[config.mk]
export PLATFORM = sky130hd
export DESIGN_NAME = memory_stage
export DESIGN_NICKNAME = d
export VERILOG_FILES = /design/src/rtl/riscv_pkg.sv /design/src/rtl/dmem_port_fsm.sv /design/src/rtl/latch.sv /design/src/rtl/memory_stage.sv
export SDC_FILE = /design/constraint.sdc
export NUM_CORES = 1
export LEC_CHECK = 0
export CORE_AREA = 3 3 135 137
export DETAILED_ROUTE_END_ITERATION = 8
export DIE_AREA = 0 0 138 140
export GPL_ROUTABILITY_DRIVEN = 0
export PLACE_DENSITY = 0.78
export SYNTH_ARGS = -nofsm -noshare
export SYNTH_HDL_FRONTEND = slang
export SYNTH_HIERARCHICAL = 1
export SYNTH_SLANG_ARGS = --single-unit
[constraint.sdc]
create_clock -name clk -period 2.5 [get_ports clk]
set_input_delay 0.25 -clock clk [delete_from_list [all_inputs] [get_ports clk]]
set_output_delay 0.25 -clock clk [all_outputs]
set_load 0.005 [all_outputs]
[src/rtl/riscv_pkg.sv]
// Shared types and helpers for the pipeline stages.
// Latency: n/a (types and pure functions only).
// Backpressure: n/a.
package riscv_pkg;

  // Data-memory port controller states.
  typedef enum logic [1:0] {
    ME_IDLE,
    ME_WAIT,
    ME_DONE
  } me_state_t;

  // Branch resolution: taken when the zero test of the ALU result matches check_eq.
  function automatic logic branch_taken(input logic branch,
                                        input logic check_eq,
                                        input logic is_zero);
    return branch & (is_zero == check_eq);
  endfunction

endpackage

[src/rtl/dmem_port_fsm.sv]
// Data-memory request/acknowledge controller with timeout and rdata hold register.
// Latency: zero-wait completion on a same-cycle ack; otherwise completes on ack or timeout.
// Backpressure: stall_o holds the pipeline while an access is outstanding; latch_en_i=0
//   at completion parks the read data in the hold register until the WB latch opens.
// Ports: acc_i/ack_i/rdata_i from the stage and bus, latch_en_i/latch_clear_i from HU,
//   req_o/stall_o/rdata_o (value for the ME/WB latch) and sticky bus_err_o.
module dmem_port_fsm import riscv_pkg::*; #(
  parameter int DATA_W      = 32,
  parameter int TIMEOUT_CYC = 16
) (
  input  logic              clk,
  input  logic              reset,
  input  logic              acc_i,
  input  logic              ack_i,
  input  logic [DATA_W-1:0] rdata_i,
  input  logic              latch_en_i,
  input  logic              latch_clear_i,
  output logic              req_o,
  output logic              stall_o,
  output logic [DATA_W-1:0] rdata_o,
  output logic              bus_err_o
);

  localparam int CNT_W = (TIMEOUT_CYC > 2) ? $clog2(TIMEOUT_CYC) : 1;

  me_state_t         state_q, state_d;
  logic [CNT_W-1:0]  cnt_q, cnt_d;
  logic [DATA_W-1:0] hold_q, hold_d;
  logic              err_q, err_d;
  logic              req;
  logic              timeout;

  // An ack in the last allowed cycle still counts as a normal completion.
  assign timeout = (state_q == ME_WAIT) & ~ack_i & (cnt_q == CNT_W'(TIMEOUT_CYC - 1));

  always_ff @(posedge clk or negedge reset) begin
    if (!reset) begin
      state_q <= ME_IDLE;
      cnt_q   <= '0;
      hold_q  <= '0;
      err_q   <= 1'b0;
    end else begin
      state_q <= state_d;
      cnt_q   <= cnt_d;
      hold_q  <= hold_d;
      err_q   <= err_d;
    end
  end

  always_comb begin
    state_d = state_q;
    cnt_d   = cnt_q;
    hold_d  = hold_q;
    err_d   = err_q;
    unique case (state_q)
      ME_IDLE: begin
        if (acc_i) begin
          if (!ack_i) begin
            state_d = ME_WAIT;
            cnt_d   = '0;
          end else if (!latch_en_i) begin
            state_d = ME_DONE;
            hold_d  = rdata_i;
          end
        end
      end
      ME_WAIT: begin
        cnt_d = cnt_q + CNT_W'(1);
        if (latch_clear_i) begin
          state_d = ME_IDLE;
        end else if (ack_i || timeout) begin
          if (timeout) err_d = 1'b1;
          if (latch_en_i) begin
            state_d = ME_IDLE;
          end else begin
            state_d = ME_DONE;
            hold_d  = ack_i ? rdata_i : '0;
          end
        end
      end
      ME_DONE: begin
        if (latch_en_i) state_d = ME_IDLE;
      end
      default: state_d = ME_IDLE;
    endcase
  end

  always_comb begin
    req     = 1'b0;
    stall_o = 1'b0;
    rdata_o = '0;
    unique case (state_q)
      ME_IDLE: begin
        req     = acc_i;
        stall_o = acc_i & ~ack_i;
        rdata_o = (acc_i & ack_i) ? rdata_i : '0;
      end
      ME_WAIT: begin
        req     = ~timeout & ~latch_clear_i;
        stall_o = ~ack_i & ~timeout & ~latch_clear_i;
        rdata_o = ack_i ? rdata_i : '0;
      end
      ME_DONE: begin
        rdata_o = hold_q;
      end
      default: ;
    endcase
  end

  // Request is gated by reset so it drops immediately, even with an access still presented.
  assign req_o     = reset & req;
  assign bus_err_o = err_q;

endmodule

[src/rtl/latch.sv]
// Generic pipeline latch with synchronous clear and enable.
// Latency: 1 cycle from d_i to q_o when en_i=1.
// Backpressure: en_i=0 holds the current value; clear_i wins over en_i.
// Ports: clk, reset (async active-low), en_i, clear_i, d_i[W], q_o[W].
module latch #(
  parameter int W = 1
) (
  input  logic         clk,
  input  logic         reset,
  input  logic         en_i,
  input  logic         clear_i,
  input  logic [W-1:0] d_i,
  output logic [W-1:0] q_o
);

  logic [W-1:0] q_q;

  always_ff @(posedge clk or negedge reset) begin
    if (!reset) begin
      q_q <= '0;
    end else if (clear_i) begin
      q_q <= '0;
    end else if (en_i) begin
      q_q <= d_i;
    end
  end

  assign q_o = q_q;

endmodule

[src/rtl/memory_stage.sv]
// Pipeline ME stage: drives the data-memory bus, resolves branches, feeds ME/WB, bypass and HU.
// Latency: load data appears at WB one cycle after the ack cycle; zero-wait loads add no bubble.
// Backpressure: mem_stall_o freezes IF..ME while an access is outstanding (bounded by a timeout).
// Ports: EX/ME inputs (*_i), dmem bus (dmem_*), HU latch control (latch_en_i/latch_clear_i),
//   IF redirect (pc_src_o/pc_branch_o), ME/WB outputs, bypass/HU taps, stall and bus error.
module memory_stage import riscv_pkg::*; #(
  parameter int DATA_W      = 32,
  parameter int ADDR_W      = 5,
  parameter int PC_W        = 32,
  parameter int TIMEOUT_CYC = 16
) (
  input  logic              clk,
  input  logic              reset,
  input  logic              rf_we_i,
  input  logic              mem_we_i,
  input  logic              mem2rf_i,
  input  logic              branch_i,
  input  logic              check_eq_i,
  input  logic              jump_i,
  input  logic [DATA_W-1:0] mem_wdata_i,
  input  logic [ADDR_W-1:0] rf_waddr_i,
  input  logic [DATA_W-1:0] alu_result_i,
  input  logic [PC_W-1:0]   pc_branch_i,
  output logic              dmem_req_o,
  output logic              dmem_we_o,
  output logic [DATA_W-1:0] dmem_addr_o,
  output logic [DATA_W-1:0] dmem_wdata_o,
  input  logic              dmem_ack_i,
  input  logic [DATA_W-1:0] dmem_rdata_i,
  input  logic              latch_en_i,
  input  logic              latch_clear_i,
  output logic              pc_src_o,
  output logic [PC_W-1:0]   pc_branch_o,
  output logic              rf_we_o,
  output logic              mem2rf_o,
  output logic [ADDR_W-1:0] rf_waddr_o,
  output logic [DATA_W-1:0] alu_result_o,
  output logic [DATA_W-1:0] mem_rdata_o,
  output logic [DATA_W-1:0] rf_data_m_o,
  output logic [ADDR_W-1:0] rf_dst_o,
  output logic              rf_we_hu_o,
  output logic              mem_stall_o,
  output logic              bus_err_o
);

  localparam int LW = 2 + ADDR_W + 2 * DATA_W;

  logic              acc;
  logic [DATA_W-1:0] rdata_m;
  logic [LW-1:0]     mewb_d, mewb_q;

  assign acc = mem_we_i | mem2rf_i;

  dmem_port_fsm #(
    .DATA_W      (DATA_W),
    .TIMEOUT_CYC (TIMEOUT_CYC)
  ) u_port (
    .clk           (clk),
    .reset         (reset),
    .acc_i         (acc),
    .ack_i         (dmem_ack_i),
    .rdata_i       (dmem_rdata_i),
    .latch_en_i    (latch_en_i),
    .latch_clear_i (latch_clear_i),
    .req_o         (dmem_req_o),
    .stall_o       (mem_stall_o),
    .rdata_o       (rdata_m),
    .bus_err_o     (bus_err_o)
  );

  // EX/ME is frozen while stalled, so the bus qualifiers stay stable for the whole access.
  assign dmem_we_o    = mem_we_i;
  assign dmem_addr_o  = alu_result_i;
  assign dmem_wdata_o = mem_wdata_i;

  assign pc_src_o    = jump_i | branch_taken(branch_i, check_eq_i, alu_result_i == '0);
  assign pc_branch_o = pc_branch_i;

  assign rf_data_m_o = alu_result_i;
  assign rf_dst_o    = rf_waddr_i;
  assign rf_we_hu_o  = rf_we_i;

  assign mewb_d = {rf_we_i, mem2rf_i, rf_waddr_i, alu_result_i, rdata_m};

  latch #(.W(LW)) u_mewb (
    .clk     (clk),
    .reset   (reset),
    .en_i    (latch_en_i),
    .clear_i (latch_clear_i),
    .d_i     (mewb_d),
    .q_o     (mewb_q)
  );

  assign {rf_we_o, mem2rf_o, rf_waddr_o, alu_result_o, mem_rdata_o} = mewb_q;

endmodule
# Yosys cells after proc, flatten, opt, wreduce, memory -nomap -nowiden
# Cells that the tools add are included.
word_totals:
  mem_bits_ro: 0
  latchBits: 0
  wordCells: 68
  memories: 0
  output_inout_bits: 210
  in_bits: 144
  ram_bits: 0
  register_bits: 110
classes:
  n_eq_ne: 14
  mul: 0
  n_shift: 0
  reduce_logical: 9
  n_addsub: 1
  order_cmp: 0
  div_mod_pow: 0
  bitwise: 14
  mux: 25
ops:
  columns: ["operator", "count"]
  rows:
  - ["32-bit two-way mux", 8]
  - ["71-bit two-way mux", 2]
  - ["32-bit case mux with 3 select lines", 1]
  - ["32-bit case mux with 2 select lines", 1]
  - ["32-bit logical NOT", 1]
  - ["2-bit two-way mux", 7]
  - ["2-bit inequality test, second input constant", 7]
  - ["1-bit bitwise AND", 9]
  - ["4-bit two-way mux", 2]
  - ["4-bit case mux with 2 select lines", 1]
  - ["4-bit AND reduction", 2]
  - ["7-bit AND reduction", 1]
  - ["3-bit inequality test, second input constant", 2]
  - ["2-bit case mux with 3 select lines", 1]
  - ["4-bit by 1-bit adder with 4-bit output, second input constant", 1]
  - ["4-bit equality test, second input constant", 1]
  - ["1-bit case mux with 2 select lines", 2]
  - ["2-bit nonzero test", 2]
  - ["1-bit NOT", 3]
  - ["3-bit AND reduction", 1]
  - ["2-bit by 1-bit equality test with 1-bit output, second input constant", 1]
  - ["2-bit equality test, second input constant", 1]
  - ["2-bit logical NOT", 1]
  - ["2-bit by 1-bit inequality test with 1-bit output, second input constant", 1]
  - ["other kinds (3)", 4]

# Logic depth before layout (Yosys ltp)
# Gate-level depths: netlist of the first run.
logic_depth:
  ltp_word: 7
  depth_mapped: 7
  mapped_depth_nobuf: 5

# Hierarchy
# The synthesis of the first run kept the hierarchy.
by_module_without_submodules:
  columns: ["module", "area_each_um2", "cells_per_inst", "seq_area_each_um2", "instances"]
  rows:
  - ["latch", 2901.5, 229, 1776.7, 1]
  - ["dmem_port_fsm", 2486.1, 294, 975.9, 1]
  - ["memory_stage", 1108.6, 149, 0.0, 1]

# Worst setup path before layout of the first run
# No wires, ideal clock.
synth_path:
  kind: "reg-to-reg"
  startpoint: "register u_port.cnt_q[0]"
  endpoint: "register u_port.hold_q[0]"
  slack_ns: 0.905
  period_less_slack_ns: 1.595
  setup_time_ns: 0.079
  path_stages_with_launch: 6
  required_ns: 2.421
  arrival_ns: 1.516
  path_buffers: 1
  path_cell_list: "dfrtp_1 > ha_1 > nand3_1 > a211oi_4 > buf_8 > mux2i_1"
synth_via:
  elab_chain_cells: 5
synth_lines:
  columns: ["element", "line", "rtl"]
  rows:
  - ["from (decl)", "dmem_port_fsm.sv:27", "logic [CNT_W-1:0] cnt_q, cnt_d;"]
  - ["from (signal assigned)", "dmem_port_fsm.sv:44", "cnt_q <= cnt_d;"]
  - ["4-bit equality test", "dmem_port_fsm.sv:34", "assign timeout = (state_q == ME_WAIT) & ~ack_i & (cnt_q == CNT_W'(TIMEOUT_CYC - 1));"]
  - ["1-bit bitwise AND", "dmem_port_fsm.sv:34", null]
  - ["1-bit logical OR", "dmem_port_fsm.sv:71", "end else if (ack_i || timeout) begin"]
  - ["2-bit inequality test (no source line)", null, null]
  - ["7-bit AND reduction (no source line)", null, null]
  - ["to (signal assigned)", "dmem_port_fsm.sv:45", "hold_q <= hold_d;"]
  - ["to (decl)", "dmem_port_fsm.sv:28", "logic [DATA_W-1:0] hold_q, hold_d;"]
# No other way between the ends.
# A chain may end at the register's enable or synchronous reset.

# Worst setup path after layout of the first run
layout_path:
  startpoint: "input alu_result_i[30]"
  endpoint: "output pc_src_o"
layout_via:
  elab_chain_cells: 4
layout_lines:
  columns: ["element", "line", "rtl"]
  rows:
  - ["from (decl)", "memory_stage.sv:22", "input logic [DATA_W-1:0] alu_result_i,"]
  - ["32-bit logical NOT", "memory_stage.sv:76", "assign pc_src_o = jump_i | branch_taken(branch_i, check_eq_i, alu_result_i == '0);"]
  - ["1-bit equality test", "riscv_pkg.sv:17", "return branch & (is_zero == check_eq);"]
  - ["1-bit bitwise AND", "riscv_pkg.sv:17", null]
  - ["1-bit OR", "memory_stage.sv:76", null]
  - ["to (decl)", "memory_stage.sv:32", "output logic pc_src_o,"]
# No other way between the ends.

==> results summary, run 1 <==
The run finished with clean final reports. The worst-case setup slack after placement is -134.6 ps. The count of flip-flops with a built-in enable after synthesis is 0. The path depth of the worst reg2reg path is 6.

The number of nets in the synthesized netlist is 817. In this run, distinct cell masters in the synthesized netlist total 39. The critical path starts at alu_result_i[30]. Post-CTS timing repair inserted 0 buffers for setup.

Setup repair after global routing left no endpoint under its margin. The floorplan die area is 19320 µm². The power dissipated by switching net loads came out at 1.675 mW. Summed over all layers, the global routing overflow is 0.

The die boundary height is 140 µm. The number of global-route vias before repair came out at 5036. In the final layout, the multi-input gates occupy 2317 µm². In this run, placement finished with an instance count of 984. The clock period minus worst slack came out at 2376 ps.

The final cycle utilization of the critical path is 0.9505. In the final layout, the share of cells above drive strength 1 is 0.09290. In the final routed layout, each cell accounts on average for 18.56 µm. The logic depth of the worst path, buffers included came out at 7. The most used flip-flop cell after synthesis is sky130_fd_sc_hd__dfrtp_1. The count of nets left with antenna violations after detail routing came out at 0.

The sequential cell fraction of total power is 0.434. The sequential fraction of the synthesis area is 0.4237. STA classifies the critical path startpoint as an input port.

The first global-routing pass estimated 29.16 mm of wire. Headroom to the max-slew limit came out at 0.5416. The number of inserted filler cells in the final layout is 1601.

The net total in the final layout came out at 915. The number of max-cap violations is 0. The highest achievable clock rate is 0.4209 GHz. The number of cells produced by synthesis came out at 672. In this run, post-CTS hold repair placed 0 buffers. Buffers placed on the I/O ports in this run total 225. The worst setup path is captured at an output port. The mean number of vias per cell is 4.955. The register clock-pin slew on the reported worst setup and hold paths is 70 ps. The finished cells cover 8398 µm².

The first detailed-routing pass ran for 4 iterations. The delay of the slowest cell on the worst path is 460 ps. Walking the worst path, the cells encountered are clkdlybuf4s50_1 > nor4_1 > buf_4 > nand4_1 > or3_1 > a31o_1 > dlygate4sd2_1.

After detailed routing, the total wire length is 18.56 mm. The number of clock sinks is 110. Together, buffers and inverters on the worst path number 3. The worst supply voltage drop on vdd came out at 0.0003454 V. The fraction of power spent switching nets came out at 0.3067. In the final timing run, aggregate negative setup slack is 0 ps. The worst path setup slack after routing is 123.9 ps. The post-layout utilization of the core came out at 0.4889. The number of buffers created by CTS came out at 9. Final hold analysis gives a worst-case slack of 42.77 ps. The area added between synthesis and finish is 29.28%. The HPWL after detailed placement is 12.89 mm.

The maximum clock insertion buffer count came out at 2. The finished layout holds 1000 standard cells, fillers aside. The share of synthesized registers carrying an async set or reset is 1.000. The area of placed instances is 8077 µm². TritonCTS built the clock tree. The path class of the tightest hold or removal check is in2async. The library cell used most frequently in the layout, excluding fill and tap cells, is sky130_fd_sc_hd__clkdlybuf4s50_1.

The register cell area after layout is 2753 µm². The number of violations reported at the end of detailed-routing iteration 0 came out at 216. Synthesis inferred 110 register bits. The areal power density over the cells came out at 650.2 nW/µm². The maximum level of the CTS H-tree came out at 3. Broken down by cell family, the worst path's largest delay share belongs to buffers and inverters.

In the routed design, unresolved DRC markers number 0. The clock network power share came out at 0.263. The setup path with the least slack is of type in2out.

The share of total power dissipated in combinational logic is 0.303. The internal power contribution came out at 3.786 mW. The highest fanout seen on the critical path came out at 2. The startpoint of the most critical register-to-register path is u_port/state_q[1]. The arrival time of the worst setup path is 2130 ps. The number of warnings issued by yosys came out at 6. The floorplan core area is 17180 µm². The data required time of the critical path came out at 2250 ps. A synthesized cell averages 9.667 µm². The actual transition at the worst max-transition pin is 686.6 ps. In the layout the commonest cells are sky130_fd_sc_hd__clkdlybuf4s50_1, sky130_fd_sc_hd__dfrtp_1, sky130_fd_sc_hd__mux2i_1, sky130_fd_sc_hd__nor2_1, sky130_fd_sc_hd__nand2_1. The floorplan step set the die width to 138 µm.

In this run the static leakage power is 3.808 nW. Entering global routing, the biggest net connects 111 pins. For this block, the via count after detailed routing is 4955. The synthesized cell area is 6496 µm². Clock skew on the completed layout was measured at 4.492 ps. The boundary pin count came out at 354. The clock latency reported for the late side of the worst-skew pair came out at 340 ps.

The global-route total usage across every layer is 0.1871. The largest individual stage delay along the critical path comes from the cell sky130_fd_sc_hd__clkdlybuf4s50_1. The number of antenna violations at the first check in global routing is 0.

Summing internal, switching and leakage power gives 5.461 mW. The final hold violation count is 0. The number of max-slew violations in the final report is 0. The effective utilization at floorplan is 0.3782. The initialized floorplan defines 48 standard-cell rows.

Clock tree synthesis selected as its root buffer the cell sky130_fd_sc_hd__clkbuf_16. The antenna diode instance count came out at 0. Setup violations remaining at the end of the flow were counted as 0.
[registers in the layout, indices dropped and copies added (netlist names)]
register	flops
u_port/state_q	2
u_port/cnt_q	4
u_mewb/q_o	71
u_port/hold_q	32
u_port/bus_err_o	1
[worst paths after layout]
check	endpoint	slack (ps)
max in group asynchronous	u_mewb/q_o[43]	2040
max reg2reg	u_mewb/q_o[3]	580
min in group clk	u_mewb/q_o[6]	380
max	pc_src_o	120
min reg2reg	u_port/bus_err_o	480
min	u_mewb/q_o[28]	40
[layer usage]
layer | GRT usage | up-vias | share of wire
li1 | - | 2312 | -
met1 | 0.2434 | 2406 | 0.42
met2 | 0.3081 | 199 | 0.49
met3 | 0.04609 | 38 | 0.068
met4 | 0.06032 | 0 | 0.019
met5 | 0 | - | 0
[kinds of logic after synthesis]
family	share of synthesized area
buffers and inverters	0.2234
AND/OR/NAND/NOR	0.1029
flip-flops	0.4237
multiplexers	0.1622
AO/OA/AOI/OAI	0.08590
adder cells (fa/ha/maj)	0.001926
[synth_stat cells, drive strengths merged, types with 2 or more instances]
cell type / instances / share of area
buf: 152 / 0.19
dfrtp: 110 / 0.42
mux2i: 103 / 0.16
nor2: 74 / 0.043
nand2: 65 / 0.038
a21oi: 35 / 0.027
inv: 34 / 0.020
o2111ai: 32 / 0.043
clkbuf: 30 / 0.018
nor4: 8 / 0.0087
nor3b: 3 / 0.0035
o21ai: 3 / 0.0023
a22o: 2 / 0.0027
mux2: 2 / 0.0035
nand3: 2 / 0.0015
nand4: 2 / 0.0019
or2: 2 / 0.0019
[power groups by stage]
| stage | combinational [mW] | sequential (mW) | clock (mW) |
|---|---|---|---|
| CTS | 1.68 | 2.37 | 1.50 |
| global route | 1.83 | 2.42 | 1.55 |
| floorplan | 1.05 | 2.37 | 0 |
| detailed placement | 1.67 | 2.40 | 0 |
| finish | 1.65 | 2.37 | 1.44 |
| global placement | 1.62 | 2.38 | 0 |
[what timing repair did]
action | CTS | global route
setup endpoints to repair | 1 | 0
hold endpoints to repair | 0 | 0
resized for setup | 5 | 0
[area by class of cell]
cell class,count,area share
Inverter,34,0.01520
Sequential cell,110,0.3278
Timing Repair Buffer,269,0.3121
Clock inverter,2,0.001639
Clock buffer,14,0.03382
Tap cell,225,0.03352
Multi-Input combinational cell,346,0.2759
No activity file was read; power rests on OpenSTA's default activity.
==> run 2: changes to the inputs <==
--- a/config.mk
+++ b/config.mk
@@ -14,3 +14,4 @@
 export SYNTH_HDL_FRONTEND = slang
 export SYNTH_HIERARCHICAL = 1
 export SYNTH_SLANG_ARGS = --single-unit
+export TNS_END_PERCENT = 20
==> results of run 2 <==
No change in the layout: final DEF, timing and power equal those of run 1.
==> run 3: changes to the inputs <==
--- a/config.mk
+++ b/config.mk
@@ -5,11 +5,11 @@
 export SDC_FILE = /design/constraint.sdc
 export NUM_CORES = 1
 export LEC_CHECK = 0
-export CORE_AREA = 3 3 135 137
+export CORE_AREA = 3 3 136 138
 export DETAILED_ROUTE_END_ITERATION = 8
-export DIE_AREA = 0 0 138 140
+export DIE_AREA = 0 0 139 141
 export GPL_ROUTABILITY_DRIVEN = 0
-export PLACE_DENSITY = 0.78
+export PLACE_DENSITY = 0.77
 export SYNTH_ARGS = -nofsm -noshare
 export SYNTH_HDL_FRONTEND = slang
 export SYNTH_HIERARCHICAL = 1
==> constraint.sdc (replaced) <==
create_clock -name clk -period 2.6 [get_ports clk]
set_input_delay 0.26 -clock clk [delete_from_list [all_inputs] [get_ports clk]]
set_output_delay 0.26 -clock clk [all_outputs]
set_load 0.005 [all_outputs]
==> results summary, run 3 (synthesis results as in run 1) <==
The number of antenna violations at the first check in global routing is 0. The combinational share of power came out at 0.286. Summed over all cells, the static leakage comes to 3.829 nW. Counting both buffers and inverters, the worst setup path holds a total of 2. The number of clock sinks is 110. The maximum clock insertion buffer count came out at 2. The clock latency reported for the late side of the worst-skew pair is 350 ps.

TritonCTS built the clock tree. The mean number of vias per cell is 4.965. Setup repair after global routing left no endpoint under its margin.

The start point of the critical path is u_port/state_q[1]. The number of endpoints failing setup at the final stage came out at 0. The maximum number of pins on one net before global-route repair came out at 111. Measured against its own limit, the worst slew margin works out to 0.5334.

For this run the aggregate overflow at the end of global routing stands at 0. The first TritonRoute pass finished after 4 iterations. The final cycle utilization of the critical path came out at 0.8960. The share of total power dissipated in the clock network is 0.296. The worst hold slack across all endpoints is -2.715 ps. The internal power contribution is 3.865 mW. The area added between synthesis and finish is 29.26%. The highest fanout seen on the critical path came out at 12.

For this run, the top clock speed supported by timing is 0.4292 GHz. The proportion of layout cells with a drive suffix above 1 came out at 0.08464. The run finished, with violations left. The number of flip-flops in the largest register came out at 71.

The number of max-slew violations in the final report was 0. The worst hold path belongs to the class in2async. The average wire length per cell after detail routing is 18.10 µm. The kind of start point of the critical path is a flop. The number of placement rows is 48.

The maximum level of the CTS H-tree is 3. Leaving out fill and tap cells, the most frequent cell in the layout is sky130_fd_sc_hd__clkdlybuf4s50_1. Leaving out fill and tap cells, the most frequent cells in the layout are sky130_fd_sc_hd__clkdlybuf4s50_1, sky130_fd_sc_hd__dfrtp_1, sky130_fd_sc_hd__mux2i_1, sky130_fd_sc_hd__nor2_1, sky130_fd_sc_hd__nand2_1. The register cell area after layout came out at 2753 µm². The number of global-route vias before repair came out at 5048. The actual transition at the worst max-transition pin is 698.9 ps. The arrival time of the worst setup path came out at 2070 ps. The cell sitting at the root of the clock tree is a sky130_fd_sc_hd__clkbuf_16. The net total in the final layout came out at 908. Detailed routing inserted a total of 4930 vias. The floorplan die area is 19600 µm².

In this run the critical register-to-register path is launched from u_port/state_q[1]. The number of violations reported at the end of detailed-routing iteration 0 came out at 224. The area of the multi-input gates came out at 2311 µm².

The count of input and output buffers is 225. Summed over all nets, the half-perimeter wirelength after detailed placement is 12.52 mm. The capturing element type of the critical path is an output port.

The first-pass GRT wire length is 28.15 mm. Traced cell by cell, the critical path runs through buf_4 > nor3b_1 > o21ai_1 > a21oi_1 > clkdlybuf4s50_1. For the final routed database, the setup TNS stands at 0 ps. The power dissipated by switching net loads is 1.598 mW. The setup path with the least slack is of type reg2out.

Counting tap cells, the placed design contains a total of 976 instances. In this run the vertical extent of the chip is 141 µm. For this design the ratio of total power to cell area is 650.6 nW/µm². The effective utilization at floorplan is 0.3756. The antenna diode instance count came out at 0. In this run the horizontal extent of the chip is 139 µm. In the global route stage, overall resource usage came out at 0.1782. The largest single stage delay on the critical path is 520 ps. On the final layout, the worst clock skew is 9.402 ps. The clock period minus worst slack is 2330 ps. The boundary pin count is 354. The count of nets left with antenna violations after detail routing is 0. On the critical path, the stage with the largest delay is an instance of sky130_fd_sc_hd__clkdlybuf4s50_1.

The final hold violation count came out at 1. Of the total power, the share spent switching nets is 0.2925. For the worst setup path, the data required time is 2340 ps. Hold repair after CTS inserted 0 buffers.

The DRC violation count after routing came out at 0. The worst supply voltage drop on vdd came out at 0.0003748 V. The tool flagged a number of max-cap violations equal to 0.

The number of inserted filler cells in the final layout came out at 1598. In this run the standard cell core region covers 17300 µm². The checks that failed: negative hold slack. The family with the most delay on the worst path is buffers and inverters. The final instance count without filler cells is 993.

The wire length after detailed routing came out at 17.97 mm. Buffers inserted during clock tree synthesis total 9. The register clock-pin slew on the reported worst setup and hold paths is 70 ps.

The sequential cell fraction of total power is 0.418.
-- run 3: changes by cell type in the layout (fill, tap and decap cells not counted), sizes merged --
cell           previous run  this run
clkbuf                   14        11
buf                      47        40
bufinv                    0         3
clkinv                    2         1
dlygate4sd2               1         0
inv                      34        35
dlymetal6s2s              0         4
clkdlybuf4s50           221       218
-- run 3: path summary, 6_finish.rpt --
| path | slack, ps | depth (start not counted) | end |
|---|---|---|---|
| worst max-delay path | 270 | 5 | mem_stall_o |
| worst min-delay path | -3 | 2 | u_port/bus_err_o |
| worst max register to register | 570 | 6 | u_mewb/q_o[7] |
| worst min register to register | 480 | 2 | u_port/bus_err_o |
| max in group asynchronous | 2160 | 2 | u_mewb/q_o[37] |
| min in group clk | 310 | 2 | u_mewb/q_o[58] |
-- run 3: what timing repair did --
action / 4_1_cts / 5_1_grt
endpoints found under the setup margin: 1 / 1
buffers inserted: 0 / 1
gates resized for setup: 0 / 7
pin swaps: 1 / 4
-- run 3: power by group through the flow --
stage | clock, mW | combinational [mW] | sequential (mW)
3_3_place_gp | 0 | 1.53 | 2.29
6_report | 1.62 | 1.56 | 2.28
2_1_floorplan | 0 | 1.01 | 2.28
3_5_place_dp | 0 | 1.57 | 2.31
5_1_grt | 1.73 | 1.73 | 2.33
4_1_cts | 1.68 | 1.58 | 2.28
-- run 3: layout make-up --
| class | instances | share of cell area |
|---|---|---|
| flip-flops and latches | 110 | 0.3278 |
| repair buffers | 262 | 0.3058 |
| multi-input cells | 346 | 0.2752 |
| well taps | 225 | 0.03353 |
| clock buffers | 11 | 0.03010 |
| inverters | 34 | 0.01520 |
| clock inverters | 5 | 0.01237 |
-- run 3: per-stage QoR --
stage,instance area (µm²),setup slack [ps],power (mW),util
6_report,8397,270.3,5.463,0.4855
5_1_grt,8397,119.6,5.789,0.4855
4_1_cts,8361,25.74,5.537,0.4834
3_5_place_dp,8004,-2.993,3.880,0.4627
3_3_place_gp,8004,-4.019,3.820,0.4627
2_1_floorplan,6496,1005,3.285,-
-- run 3: metal layers --
layer | wire length [µm] | global-route usage
met4 | 382 | 0.06437
met1 | 7589 | 0.2263
met2 | 8909 | 0.2943
met3 | 1089 | 0.04715
met5 | 0 | 0
